$ cat src/rtl/alu_result_stage.sv
// Registered ALU result stage: flag derivation, two-entry skid buffer, delivery counter.
// Optional saturation on signed overflow when ALU_RESULT_SAT_EN is defined.
module alu_result_stage #(
  parameter int n = 8
) (
  input  logic         clk,
  input  logic         rst_n,
  input  logic         in_valid,
  output logic         in_ready,
  input  logic         co,
  input  logic [n-1:0] r,
  input  logic         xs,
  input  logic         ys,
  input  logic         sub,
  output logic         out_valid,
  input  logic         out_ready,
  output logic [n-1:0] res,
  output logic         flag_z,
  output logic         flag_n,
  output logic         flag_c,
  output logic         flag_v,
  output logic [15:0]  count
);

  typedef enum logic [1:0] {EMPTY, ONE, TWO} state_t;

  state_t       state, state_next;
  logic         acc, dlv;
  logic         v_in, c_in;
  logic [n-1:0] r_fin;
  logic [n+3:0] ent_in, main_q, skid_q;
  logic         load_main, load_skid, pop_skid;

  assign acc  = in_valid & in_ready;
  assign dlv  = out_valid & out_ready;
  assign v_in = (xs == ys) & (r[n-1] != xs);
  assign c_in = co ^ sub;

`ifdef ALU_RESULT_SAT_EN
  always_comb begin
    r_fin = r;
    if (v_in) r_fin = xs ? {1'b1, {(n-1){1'b0}}} : {1'b0, {(n-1){1'b1}}};
  end
`else
  assign r_fin = r;
`endif

  // z and n follow the value actually delivered (post-saturation)
  assign ent_in = {r_fin, ~|r_fin, r_fin[n-1], c_in, v_in};

  always_comb begin
    state_next = state;
    load_main  = 1'b0;
    load_skid  = 1'b0;
    pop_skid   = 1'b0;
    case (state)
      EMPTY: if (acc) begin
        load_main  = 1'b1;
        state_next = ONE;
      end
      ONE: begin
        if (acc && dlv) begin
          load_main = 1'b1;
        end else if (acc) begin
          load_skid  = 1'b1;
          state_next = TWO;
        end else if (dlv) begin
          state_next = EMPTY;
        end
      end
      TWO: if (dlv) begin
        pop_skid   = 1'b1;
        state_next = ONE;
      end
      default: state_next = EMPTY;
    endcase
  end

  always_ff @(posedge clk or negedge rst_n) begin
    if (!rst_n) begin
      state    <= EMPTY;
      in_ready <= 1'b0;
      main_q   <= '0;
      skid_q   <= '0;
      count    <= '0;
    end else begin
      state    <= state_next;
      in_ready <= (state_next != TWO);
      if (load_main)     main_q <= ent_in;
      else if (pop_skid) main_q <= skid_q;
      if (load_skid)     skid_q <= ent_in;
      if (dlv)           count  <= count + 16'd1;
    end
  end

  assign out_valid = (state != EMPTY);
  assign {res, flag_z, flag_n, flag_c, flag_v} = main_q;

endmodule

$ cat config.mk
export PLATFORM = sky130hd
export DESIGN_NAME = alu_result_stage
export DESIGN_NICKNAME = d
export VERILOG_FILES = /design/src/rtl/alu_result_stage.sv
export SDC_FILE = /design/constraint.sdc
export NUM_CORES = 1
export LEC_CHECK = 0
export CAP_MARGIN = 30
export CORE_ASPECT_RATIO = 1.5
export CORE_MARGIN = 4
export CORE_UTILIZATION = 40
export DETAILED_ROUTE_END_ITERATION = 10
export PLACE_DENSITY = 0.7
export SYNTH_ARGS = -nofsm -noshare
export SYNTH_HDL_FRONTEND = slang
export SYNTH_SLANG_ARGS = --single-unit
export TNS_END_PERCENT = 10
$ cat constraint.sdc
create_clock -name clk -period 1.4 [get_ports clk]
set_input_delay 0.35 -clock clk [delete_from_list [all_inputs] [get_ports clk]]
set_output_delay 0.35 -clock clk [all_outputs]
set_load 0.01 [all_outputs]
# After elaboration in Yosys (flattened, before gate mapping)
# Cells that the tools add are included.
# Widths: inputs -> output; s select.
# word_totals
in_bits	16
out_inout_bits	30
ff_bits	43
# op_classes
n_reduce_logical	6
n_eq_ne	5
n_mux	15
addsub	1
bitwise_logic	4
# ops
op	n
$mux 12	2
$add 16x1->16 const B	1
$mux 2	5
$reduce_or 8->1	1
$mux 1	6
$pmux 2 s3	1
$reduce_bool 2->1	2
$and 1x1->1	3
$eq 2x1->1 const B	1
$eq 2x2->1 const B	1
$logic_not 2->1	1
$ne 2x2->1 const B	1
$pmux 1 s2	1
$eq 1x1->1	1
$logic_and 1x1->1	1
$logic_not 1->1	1
$ne 1x1->1	1
$xor 1x1->1	1

# Logic depth before layout (Yosys ltp)
# Gate-level depths: netlist of run 1.
# logic_depth
depth_word	7
mapped_depth	5
mapped_depth_nobuf	5

# Worst setup path before layout of run 1
# Ideal clock, no wire load.
# synth_timing
kind	register to register
startpoint	register state[1]
endpoint	register skid_q[10]
arrival_ns	1.344
path_stages_with_launch	5
path_buffers	1
required_ns	1.275
setup_slack_ns	-0.069
path_cell_list	dfrtp_1 -> nand3b_1 -> nor2_1 -> buf_4 -> mux2_2
# synth_between
elab_chain_len	5
word_cells_on_any_way	6
# synth_rtl
item	line	rtl
start: declaration	27	state_t state, state_next;
start signal: assignment	87	state <= state_next;
$reduce_bool 2->1	96	assign out_valid = (state != EMPTY);
$and 1x1->1	35	assign dlv = out_valid & out_ready;
$logic_and 1x1->1	62	if (acc && dlv) begin
$mux 1	62	
$mux 1 *	56	case (state)
end signal: assignment	91	if (load_skid) skid_q <= ent_in;
end: declaration	31	logic [n+3:0] ent_in, main_q, skid_q;
# Every way passes the cells marked *; elsewhere a longest branch is shown, timed or not.
# A chain may end at the register's enable or synchronous reset.

# Worst setup path in the final report of run 1
# layout_timing
startpoint	register state[1]
endpoint	register main_q[0]
# layout_between
elab_chain_len	6
word_cells_on_any_way	12
# layout_rtl
item	line	rtl
$reduce_bool 2->1	96	
$and 1x1->1	35	
$logic_and 1x1->1	62	
$mux 1	62	
$pmux 1 s2	56	
$mux 12 / $reduce_bool 2->1 (equally long branches)	-	
end signal: assignment	89	if (load_main) main_q <= ent_in;
end signal: assignment	90	else if (pop_skid) main_q <= skid_q;
end: declaration	31	
# Parallel ways exist; a longest one is shown, timed or not.

==> results of run 1 <==
## how the worst min path moves through the flow
stage	start	endpoint	slack (ns)	cells past startpoint
global route	rst_n	main_q[1]$_DFFE_PN0P_	0.02	2
CTS	rst_n	skid_q[9]$_DFFE_PN0P_	0.02	2
detailed placement	rst_n	skid_q[9]$_DFFE_PN0P_	0.34	2
finish	rst_n	main_q[1]$_DFFE_PN0P_	0.008	2
floorplan	rst_n	count[0]$_DFFE_PN0P_	0.05	0
global placement	rst_n	main_q[1]$_DFFE_PN0P_	0.34	2
## area by class of cell
cell class	count	area [um2]
Clock buffer	7	86.3
Clock inverter	1	30.0
Fill cell	339	1540
Inverter	4	15.0
Multi-Input combinational cell	97	761
Sequential cell	41	1030
Tap cell	46	57.6
Timing Repair Buffer	81	731
## worst max-delay path, delay by kind of cell (launching register included)
kind | cells | cell delay, ns
simple gates | 2 | 0.37
buf+inv | 1 | 0.13
compound gates | 2 | 0.55
flops | 1 | 0.40
## state kept, by name, summed over array words and instances, names as in the netlist
register  cells
count        16
skid_q       11
state         2
main_q       11
in_ready      1
## metal layers
metal / track usage, % / part of all wire (%) / routed length (um) / vias up
met5: 0 / 0 / 0 / -
met4: 8.11 / 2.1 / 91 / 0
met3: 6.10 / 6.1 / 262 / 9
met2: 30.0 / 52 / 2250 / 42
met1: 17.8 / 40 / 1710 / 704
li1: - / - / - / 683
## logic make-up after synthesis
kind of cell,synth area share [%]
flops,57.7
simple gates,11.5
compound gates,13.0
xor+xnor,7.89
mux,6.90
buf+inv,2.25
fa+ha+maj,0.704
## stage by stage
| stage | instance area (um2) | hold WS [ns] |
|---|---|---|
| floorplan | 1810 | 0.0544 |
| global placement | 2530 | 0.335 |
| detailed placement | 2530 | 0.336 |
| CTS | 2660 | 0.0176 |
| global route | 2710 | 0.0248 |
| finish | 2710 | 0.00838 |
## timing repair
action                     CTS  global route
pin swaps                    2             3
hold buffers                 0             0
setup buffers                3             3
resized for setup           41            11
setup endpoints to repair   56            43
## power by group through the flow
stage	Combinational [mW]	Clock [mW]	Sequential, mW
after global routing	1.98	1.06	1.90
after global placement	1.77	0	1.87
after floorplan	0.748	0	1.96
after CTS	1.78	1.00	1.84
after detailed placement	1.82	0	1.90
final	1.82	0.983	1.85
## Yosys cell counts, types with 2 or more instances
library cell  number  area share, %
a21o_1             8            3.4
a21oi_1            2           0.56
a221o_1            2            1.1
a22o_1             8            3.9
and3_1             2           0.70
buf_2              2           0.56
buf_4              2           0.84
dfrtp_1           41             58
inv_1              4           0.84
mux2_2            10            6.3
nand2_1            9            1.9
nand2b_1           2           0.70
nand3_1            7            2.0
nand4_1            2           0.70
nor2_1             8            1.7
nor4_1             2           0.70
o21ai_0            2           0.56
xnor2_1           15            7.4
==> qor.txt, run 1 <==
Share of the clock period used by the worst path = 111%
Clk sinks = 41
Number of antenna violations at the first check in global routing = 0
FP Rows = 29
RSZ-0062 raised after global routing = true
Starting Density = 41.9%
WS Path Type = reg -> reg
Worst setup path endpoint = main_q[0]$_DFFE_PN0P_
Fin crit period = 1.56 ns
Pre-CTS WS = -0.501 ns
Final Setup Violations = 29
Critical Path Max Stage Delay = 0.40 ns
Most frequent cells in the layout = dfrtp_1 (41), buf_4 (29), dlygate4sd2_1 (24)
Worst EP arrival = 1.74 ns
Commonest non-fill, non-tap cell in the layout = dfrtp_1
CP max-delay cell = dfrtp_1
Cell variety after synth = 36
Combinational power share = 39.2%
Tightest Pin Transition = 0.411 ns
Final net count = 247
PwrDens = 1720 nW/um2
CTS Buf Count = 5
GR Overflow Total = 0
Vias in the first global route = 1609
Placed Cells incl. Taps = 263
Clock Path Buffers = 2
Worst Skew = 0.0111 ns
DRT antenna net count = 0
Number of max-cap violations = 0
Leakage = 1.36 nW
Cell area after synthesis = 1780 um2
Top FF cell, synth = dfrtp_1
Initial DRC count = 37
Largest net degree at the start of global routing = 42
Die area = 5590 um2
Clk Latency, worst-skew pair = 0.30 ns
Sequential group share of total power = 39.7%
Avg Cell Area, Syn = 12.2 um2
FF-to-FF path depth = 5
Vias per cell = 5.19
Detailed Place HPWL = 3180 um
Die height = 89.6 um
F_max = 643 MHz
Synth warnings = 0
Die Wd = 62.4 um
P&R area growth vs syn = 52.3%
Total Power = 4.65 mW
Final core utilization = 63.7%
Total Wirelength = 4310 um
Syn nets = 163
Worst Path Required = 1.58 ns
Post-synth ARST share = 100%
Final non-filler cell total = 277
Clk root buf = clkbuf_8
Worst vdd ir = 1.43 mV
Clock share of power = 21.1%
Routed vias = 1438
Layout cells sized above 1 = 27.7%
Psw = 1.42 mW
First-pass DRT Iterations = 4
Slew Limit Fails = 0
CTS tree = done
Launch point of the worst reg-to-reg path = state[1]$_DFF_PN0_
Ports = 46
R2r setup slk = -0.16 ns
Worst-path cell chain = buf_6, nand3b_1, a21oi_2, nor2_2, a221o_1
Crit-path max FO = 4
Register area share after synthesis = 57.7%
Final Hold Violating Endpoints = 0
Mapped Cells = 146
EDFF count, synth = 0
Htree depth = 2
Int Power = 3.24 mW
Worst reg2reg endpoint = main_q[0]$_DFFE_PN0P_
Sw Share = 30.5%
First-pass GRT wire length = 7420 um
CP startpoint = state[1]$_DFF_PN0_
Max_slew headroom = 72.4%
Routability cong. = 0.794
Setup TNS = -2.92 ns
Synthesized flop and latch total = 41
Core Region = 4250 um2
Critical Path End Type = flop
Setup ws final = -0.156 ns
Port Buffers = 45
Tot GR Track Use = 16.9%
N_diodes = 0
Failing checks = negative setup slack
Startpoint Class = flop
Hold WC Path Type = in -> async
# DRC = 0
CTS clock-pin slew for the worst setup and hold paths = 0.08 ns
Status = complete, but fails checks
DR WL/cell = 15.6 um
Note: power is estimated with default switching activity, not from simulation.
==> run 2, diff against run 1 <==
--- a/config.mk
+++ b/config.mk
@@ -5,12 +5,11 @@
 export SDC_FILE = /design/constraint.sdc
 export NUM_CORES = 1
 export LEC_CHECK = 0
-export CAP_MARGIN = 30
 export CORE_ASPECT_RATIO = 1.5
 export CORE_MARGIN = 4
 export CORE_UTILIZATION = 40
 export DETAILED_ROUTE_END_ITERATION = 10
-export PLACE_DENSITY = 0.7
+export PLACE_DENSITY = 0.68
 export SYNTH_ARGS = -nofsm -noshare
 export SYNTH_HDL_FRONTEND = slang
 export SYNTH_SLANG_ARGS = --single-unit
==> constraint.sdc (replaced) <==
create_clock -name clk -period 1.85 [get_ports clk]
set_input_delay 0.4625 -clock clk [delete_from_list [all_inputs] [get_ports clk]]
set_output_delay 0.4625 -clock clk [all_outputs]
set_load 0.01 [all_outputs]
==> run 2 against run 1 <==
Net effect: hold slack better by 0.21 ns; non-clock buffer count down 20; first-iteration DRC count down 22%; power down 27%; the flow now finishes without violations; routed wire length down 12%; die area unchanged; critical endpoint is now count[3]; register-to-register slack better by 0.46 ns.
==> qor.txt, run 2 (synthesized netlist as in run 1, its figures left out) <==
DR WL/cell = 14.8 um (-5.2%)
Total Wirelength = 3790 um (-12%)
Commonest non-fill, non-tap cell in the layout = clkdlybuf4s50_1
Fin crit period = 1.75 ns
Hold WC Path Type = in -> async
Largest Register = count
FF-to-FF path depth = 5 (unchanged)
Clock Path Buffers = 2 (unchanged)
Met2 Track Usage GR = 25.2% (-4.8 points)
Worst hold margin = 0.223 ns (+0.215 ns)
Worst-path cell chain = clkdlybuf4s50_1
Critical Path End Type = output pin
Reg area = 1030 um2 (+0.12%)
Final net count = 227 (-8.1%)
Placed Area = 2390 um2 (-5.8%)
Tot GR Track Use = 14.7% (-2.1 points)
Crit-path max FO = 5 (+1)
CP Depth = 1 (-4)
GR Overflow Total = 0 (unchanged)
Worst Skew = 0.00445 ns (-0.00665 ns)
Die height = 89.6 um (unchanged)
# DRC = 0 (unchanged)
Number of antenna violations at the first check in global routing = 0 (unchanged)
Startpoint Class = flop
CTS Buf Count = 5 (unchanged)
Leakage = 1.15 nW (-15%)
CP max-delay cell = clkdlybuf4s50_1
Total Power = 3.38 mW (-27%)
First-pass GRT wire length = 6620 um (-11%)
Detailed Place HPWL = 2810 um (-12%)
GRT met3 Usage = 3.74% (-2.4 points)
Setup bufs post-CTS = 0 (-3)
Clk root buf = clkbuf_8
Port Buffers = 45 (unchanged)
CTS clock-pin slew for the worst setup and hold paths = 0.07 ns (about the same)
CTS hold repair buffers = 0 (unchanged)
PwrDens = 1350 nW/um2 (-21%)
Number of max-cap violations = 0 (unchanged)
Layout cells sized above 1 = 18.5% (-9.2 points)
Max_slew headroom = 65.8% (-6.6 points)
Critical Path Max Stage Delay = 0.57 ns (+0.17 ns)
Clk sinks = 41 (unchanged)
Number of flip-flops in the largest register = 16 (unchanged)
Footprint of the multi-input gates = 711 um2 (-6.6%)
CTS tree = done
Top flop regs = count: 16 flops, main_q: 11 flops, skid_q: 11 flops
Slew Limit Fails = 0 (unchanged)
Worst EP arrival = 1.29 ns (-0.45 ns)
Vias in the first global route = 1459 (-9.3%)
Largest net degree at the start of global routing = 42 (unchanged)
Die area = 5590 um2 (unchanged)
Final Instance Area = 2500 um2 (-7.5%)
Final Setup Violations = 0 (-100%)
First-pass DRT Iterations = 4 (unchanged)
Tightest Pin Transition = 0.513 ns (+0.102 ns)
Initial DRC count = 29 (-22%)
Share of the clock period used by the worst path = 94.8%
Worst Path Required = 1.39 ns (-0.19 ns)
Global routing's busiest layer = met2
Core Region = 4250 um2 (unchanged)
Die Wd = 62.4 um (unchanged)
Clk Latency, worst-skew pair = 0.29 ns (about the same)
N_diodes = 0 (unchanged)
Final Hold Violating Endpoints = 0 (unchanged)
WS Path Type = reg -> out
FP Rows = 29 (unchanged)
Worst vdd ir = 1.03 mV (-29%)
Starting Density = 41.9% (unchanged)
Htree depth = 2 (unchanged)
Setup TNS = 0 ns (+2.92 ns)
Final core utilization = 59.0% (-4.8 points)
Routability cong. = 0.760 (-4.2%)
Vias per cell = 5.13 (-1.2%)
CP Buf/Inv Count = 1 (unchanged)
Critical path's top delay family = buffers and inverters
Ports = 46 (unchanged)
DRT antenna net count = 0 (unchanged)
RSZ-0062 raised after global routing = false
P&R area growth vs syn = 40.9%
Fillers = 366 (+8.0%)
Most frequent cells in the layout = clkdlybuf4s50_1 (43), dfrtp_1 (40), xnor2_1 (15), buf_4 (15), mux2_2 (10)
GR Util met1 = 17.8% (-0.034 points)
Status = finished, final reports clean
Routed vias = 1318 (-8.3%)
F_max = 570 MHz
[run 2: cell types whose count changed in the layout (fill, tap and decap cells not counted), sizes merged]
cell / before / now
clkdlybuf4s15: 6 / 0
buf: 38 / 17
clkdlybuf4s50: 13 / 43
dlygate4sd2: 24 / 1
[run 2: final timing paths]
path                                  startpoint                    end  slack [ns]
setup / recovery            count[3]$_DFFE_PN0P_               count[3]         0.1
hold / removal                             rst_n  count[10]$_DFFE_PN0P_        0.22
setup reg to reg              state[1]$_DFF_PN0_  skid_q[4]$_DFFE_PN0P_        0.30
hold reg to reg            count[15]$_DFFE_PN0P_  count[15]$_DFFE_PN0P_        0.47
max in group asynchronous                  rst_n   count[2]$_DFFE_PN0P_        1.25
min in group clk           count[15]$_DFFE_PN0P_  count[15]$_DFFE_PN0P_        0.47
[run 2: through the flow]
stage | instances | setup slack, ns
after floorplan | 146 | 0.381
after global placement | 249 | -0.114
after detailed placement | 249 | -0.154
after CTS | 257 | 0.0554
after global routing | 257 | 0.0403
final | 257 | 0.0967
[run 2: power breakdown]
group          total (mW)  internal [mW]  leakage [nW]  switching (mW)
sequential           1.41           1.20         0.514           0.212
combinational        1.23          0.751         0.582           0.482
clock               0.739          0.440        0.0585           0.299
[run 2: layout make-up]
| class | count | area share, % |
|---|---|---|
| repair buffers | 61 | 23.0 |
| clock inverters | 1 | 1.20 |
| well taps | 46 | 2.30 |
| clock buffers | 7 | 3.45 |
| inverters | 4 | 0.600 |
| flip-flops and latches | 41 | 41.0 |
| multi-input cells | 97 | 28.4 |
[run 2: timing repair]
item,in CTS,in global routing
setup endpoints to repair,1,1
gates resized for setup,1,1
hold endpoints to repair,0,0
[run 2: routing by layer]
metal,vias up,wire (um)
met5,-,0
met4,0,63
met3,7,154
met2,30,1970
met1,642,1610
li1,639,-
==> run 3, diff against run 2 <==
--- a/config.mk
+++ b/config.mk
@@ -8,8 +8,10 @@
 export CORE_ASPECT_RATIO = 1.5
 export CORE_MARGIN = 4
 export CORE_UTILIZATION = 40
+export CTS_CLUSTER_DIAMETER = 80
 export DETAILED_ROUTE_END_ITERATION = 10
 export PLACE_DENSITY = 0.68
+export SKIP_LAST_GASP = 1
 export SYNTH_ARGS = -nofsm -noshare
 export SYNTH_HDL_FRONTEND = slang
 export SYNTH_SLANG_ARGS = --single-unit
==> results of run 3 <==
No change in the layout: final DEF, timing and power equal those of run 2.
